[config.mk]
export PLATFORM = sky130hd
export DESIGN_NAME = rfphoenix_mcalu_tagq
export DESIGN_NICKNAME = d
export VERILOG_FILES = /design/src/rtl/rfphoenix_mcalu_tagq.sv
export SDC_FILE = /design/constraint.sdc
export NUM_CORES = 1
export LEC_CHECK = 0
export CAP_MARGIN = 20
export CORE_MARGIN = 3
export CORE_UTILIZATION = 45
export CTS_CLUSTER_SIZE = 12
export DETAILED_ROUTE_END_ITERATION = 16
export GPL_TIMING_DRIVEN = 0
export SETUP_SLACK_MARGIN = 0.4
export SYNTH_ARGS = -nofsm -noshare
export SYNTH_HDL_FRONTEND = slang
export SYNTH_SLANG_ARGS = --single-unit
[constraint.sdc]
create_clock -name clk -period 6.41 [get_ports clk]
set_clock_uncertainty 0.15 [all_clocks]
set_input_delay 1.282 -clock clk [delete_from_list [all_inputs] [get_ports clk]]
set_output_delay 1.282 -clock clk [all_outputs]
set_load 0.1 [all_outputs]
[src/rtl/rfphoenix_mcalu_tagq.sv]
// Result-tag scheduler for the multi-cycle FP ALU.
// A writeback-slot pipeline: slot k holds the op whose result lands k cycles
// from now. Issues are placed at slot L of their class and refused when an
// older op would arrive on the result bus in the same cycle.
module rfphoenix_mcalu_tagq #(
  parameter int TIDW   = 4,
  parameter int NCLS   = 4,
  parameter int MAXLAT = 16,
  parameter int LAT0   = 8,
  parameter int LAT1   = 8,
  parameter int LAT2   = 4,
  parameter int LAT3   = 1,
  localparam int CLSW  = $clog2(NCLS),
  localparam int CNTW  = $clog2(MAXLAT + 1)
) (
  input  logic            clk,
  input  logic            rst,
  input  logic            ce,
  input  logic            issue_v,
  input  logic [TIDW-1:0] issue_tid,
  input  logic [CLSW-1:0] issue_cls,
  output logic            issue_rdy,
  input  logic            flush_v,
  input  logic [TIDW-1:0] flush_tid,
  output logic            done,
  output logic [TIDW-1:0] rido,
  output logic [CLSW-1:0] rcls,
  output logic [CNTW-1:0] inflight
);

  // Refuse to elaborate with a class latency the slot array cannot hold.
  if (LAT0 < 1 || LAT0 > MAXLAT) begin : g_bad_lat0
    $error("LAT0 outside 1..MAXLAT");
  end
  if (LAT1 < 1 || LAT1 > MAXLAT) begin : g_bad_lat1
    $error("LAT1 outside 1..MAXLAT");
  end
  if (LAT2 < 1 || LAT2 > MAXLAT) begin : g_bad_lat2
    $error("LAT2 outside 1..MAXLAT");
  end
  if (LAT3 < 1 || LAT3 > MAXLAT) begin : g_bad_lat3
    $error("LAT3 outside 1..MAXLAT");
  end

  typedef struct packed {
    logic            v;
    logic [TIDW-1:0] tid;
    logic [CLSW-1:0] cls;
  } slot_t;

  slot_t [MAXLAT:1] s_q, s_d;
  logic  [CNTW-1:0] inflight_q, inflight_d;
  logic  [CNTW-1:0] lat;
  logic             blocked;
  logic             accept;

  // Latency of the requesting class; unknown encodings fall back to class 0.
  always_comb begin
    lat = CNTW'(LAT0);
    case (issue_cls)
      CLSW'(1): lat = CNTW'(LAT1);
      CLSW'(2): lat = CNTW'(LAT2);
      CLSW'(3): lat = CNTW'(LAT3);
      default:  lat = CNTW'(LAT0);
    endcase
  end

  // An op landing at L collides with whatever sits one slot above L now,
  // since that one shifts into L this same edge. The top slot never collides.
  always_comb begin
    blocked = 1'b0;
    for (int k = 1; k < MAXLAT; k++) begin
      if (lat == CNTW'(k)) blocked = s_q[k+1].v;
    end
  end

  assign issue_rdy = ce & rst & ~blocked;
  assign accept    = issue_v & issue_rdy;

  // Shift, then flush the shifted copies, then place the accepted op so a
  // same-tid issue in the flush cycle survives (it is younger than the flush).
  always_comb begin
    s_d = s_q;
    if (ce) begin
      for (int k = 1; k < MAXLAT; k++) s_d[k] = s_q[k+1];
      s_d[MAXLAT] = '0;
      for (int k = 1; k <= MAXLAT; k++) begin
        if (flush_v && s_d[k].tid == flush_tid) s_d[k].v = 1'b0;
      end
      for (int k = 1; k <= MAXLAT; k++) begin
        if (accept && lat == CNTW'(k)) s_d[k] = '{v: 1'b1, tid: issue_tid, cls: issue_cls};
      end
    end
    inflight_d = '0;
    for (int k = 1; k <= MAXLAT; k++) inflight_d = inflight_d + CNTW'(s_d[k].v);
  end

  // Slot array and occupancy count; reset wins over ce.
  always_ff @(posedge clk) begin
    if (!rst) begin
      s_q        <= '0;
      inflight_q <= '0;
    end else begin
      s_q        <= s_d;
      inflight_q <= inflight_d;
    end
  end

  // Result presentation from the bottom slot; zeroed when not valid.
  assign done     = ce & rst & s_q[1].v;
  assign rido     = done ? s_q[1].tid : '0;
  assign rcls     = done ? s_q[1].cls : '0;
  assign inflight = inflight_q;

endmodule

==> results.ini <==
[status]
status = completed

[die]
rows = 36
die_w_um = 108
start_util = 0.468
die_area_um2 = 11600
die_h_um = 108
core_um2 = 9910
io_pins = 28

[hold_path]
min_path_type = flip-flop to flip-flop

[clock_network]
clk_pin_slew_ns = 0.09
cts_setup_buffers = 0
htreeDepth = 3
worstSkewPairLatency_ns = 0.37
post_cts_resized = 0
cts_made_buffers = 9
ctsHoldBuffers = 0
cts_tree = done
cts_sinks = 99
cts_root_buf = clkbuf_8
clock_path_buffers = 2

[yosys]
synth_area_leaders = dfxtp_1, mux2i_1, xor2_1, nor2_1, fa_1
synth_edf_count = 0
syn-instance-count = 466
ys_warn_count = 0
synth_fp_nets = 496
ys_seq_area_frac = 0.427
yosys.area.top_type = dfxtp_1
ys_ff_latch = 99
synth_cell_types = 40
synth_area_um2 = 4640
synth_top_flop_cell = dfxtp_1
synth_top_area_share = 0.427
syn_area_per_cell_um2 = 9.95
synthArstFlopShare = 0

[sta]
fmax_ghz = 0.176
slew_violations = 0
layout_setup_ws_ns = 0.733
max_slew_margin = 0.353
finalHoldViolCount = 0
rsz0062_at_grt = false
tightestPinTransition_ns = 0.968
hold_ws_ns = 0.324
setup_viol = 0
setup_tns_ns = 0
timing.final.crit_period_ns = 5.68
post-route-period-util = 0.886

[finish]
drive_gt1_frac = 0.0833
syn_to_final_growth_pct = 12.5
final_core_util = 0.527
nets = 530
diodes = 0
final_common_cell = dfxtp_1
layout_common_cells = dfxtp_1, mux2i_1, nor2_1, xor2_1, clkdlybuf4s50_1

[power_and_ir_drop]
ir_worst_vdd_v = 0.000154
power.leakage_nw = 2.24
power_switching_mw = 0.390
sw_frac_of_total = 0.303
p_seq_frac = 0.501
combPwrFrac = 0.193
powerDensity_nw_per_um2 = 247
p_clk_frac = 0.305
intPower_mw = 0.896

[global_routing]
grt.busiest_layer = met2
grt_util_met1 = 0.301
gr-usage-met3 = 0.0336
grt_pass1_wl_mm = 18.2
grt_max_degree = 16
first_global_vias = 3240
use_met2 = 0.309
antenna_found_initial = 0
grt-ovfl-total = 0
grt_use_total = 0.207

[drt]
ant_nets = 0
avgRoutedWirePerCell_um = 17.7
num_vias = 3310
finalWirelength_mm = 11.2
drc = 0
drt_iter0_drc = 148
routed_via_density = 5.20
dr.pass1.iters = 4

[critical_path]
critical_path_class = input port to flip-flop
critPathTopFamily = adder cells
critPathBufInv = 3
crit_top_cell = fa_1
start_kind = input port
cp_max_fo = 5
crit_chain = clkdlybuf4s50_1 > nand4b_2 > o21ai_2 > nor3_1 > nor3_1 > fa_1 > fa_1 > fa_1 > inv_1 > fa_1 > inv_1 > ha_1 > a21o_1 > a21oi_1 > xor2_1 > nor2_1
critPathRequiredTime_ns = 6.51
crit_arrival_ns = 5.77
max_stage_delay_ns = 0.61
cpMaxStageDelayCell = clkdlybuf4s50_1
worst_setup_path_end_kind = flip-flop

[placement]
portBuffers = 23
dpl.hpwl_mm = 8.26
place_ws_ns = 0.316
place_congestion = 0.864

[job]
drv_cap = 0

==> power groups by stage <==
stage / clock (mW) / combinational [mW] / sequential, mW
2_1_floorplan: 0 / 0.131 / 0.715
3_3_place_gp: 0 / 0.247 / 0.659
3_5_place_dp: 0 / 0.250 / 0.660
4_1_cts: 0.403 / 0.250 / 0.645
5_1_grt: 0.425 / 0.272 / 0.647
6_report: 0.393 / 0.249 / 0.645
==> per-stage QoR <==
stage	area, um^2	power, mW	std cells
6_report	5220	1.29	637
5_1_grt	5220	1.34	637
4_1_cts	5220	1.30	637
3_5_place_dp	5030	0.909	622
3_3_place_gp	5030	0.906	622
2_1_floorplan	4640	0.846	466
==> registers in the layout, indices dropped and copies added, names as in the netlist <==
signal and count:
s_q 94, inflight 5
==> worst register-to-register path, cell delays in order, from the launching register on <==
cell and delay, ns:
dfxtp_1 0.35, nand4b_2 0.34, o21ai_2 0.26, nor3_1 0.11, nor3_1 0.28, fa_1 0.47, fa_1 0.44, fa_1 0.51
inv_1 0.05, fa_1 0.59, inv_1 0.06, ha_1 0.28, a21o_1 0.17, a21oi_1 0.16, xor2_1 0.16, nor2_1 0.05
==> area by class of cell <==
cell class	count	area (um^2)
multi-input cells	323	2450
inverters	11	41.3
repair buffers	23	230
plain buffers	33	169
clock inverters	5	55.1
clock buffers	10	128
flip-flops and latches	99	1980
well taps	133	166
fillers	936	4690
==> synthesized netlist by cell type (4+ instances only) <==
master / instances
nand2_1: 4
a31oi_1: 6
fa_1: 10
nor3_1: 14
nand2b_1: 4
a21oi_1: 19
nor2_1: 62
mux2i_1: 73
ha_1: 5
and3_1: 8
buf_2: 11
o21ai_0: 14
clkbuf_1: 12
nor2b_1: 4
buf_4: 8
xnor2_1: 18
nand3_1: 6
o211ai_1: 6
inv_1: 9
dfxtp_1: 99
and2_1: 17
xor2_1: 31
o2111a_1: 4
==> cell families after synthesis <==
logic type,Yosys count,share of synthesized area
and+or+nand+nor,126,0.136
DFF,99,0.427
muxes,73,0.158
AOI/OAI and AO/OA,60,0.0847
xor gates and xnor gates,49,0.0925
buffers and inverters,44,0.0453
adders and majority gates,15,0.0566
==> path summary, 6_finish.rpt <==
| kind | startpoint | end | slack, ns | cells past startpoint |
|---|---|---|---|---|
| setup / recovery | issue_cls[0] | inflight[3] | 0.73 | 16 |
| hold / removal | s_q[50] | s_q[50] | 0.32 | 2 |
| setup reg to reg | s_q[13] | inflight[3] | 1.86 | 15 |
| hold reg to reg | s_q[50] | s_q[50] | 0.32 | 2 |
==> metal layers <==
metal  part of all wire  wire, um  up-vias
met5                  0         0        -
met4              0.020       227        0
met3              0.041       460       18
met2               0.44      4960       73
met1               0.50      5600     1564
li1                   -         -     1655
Note: power is estimated with default switching activity, not from simulation.
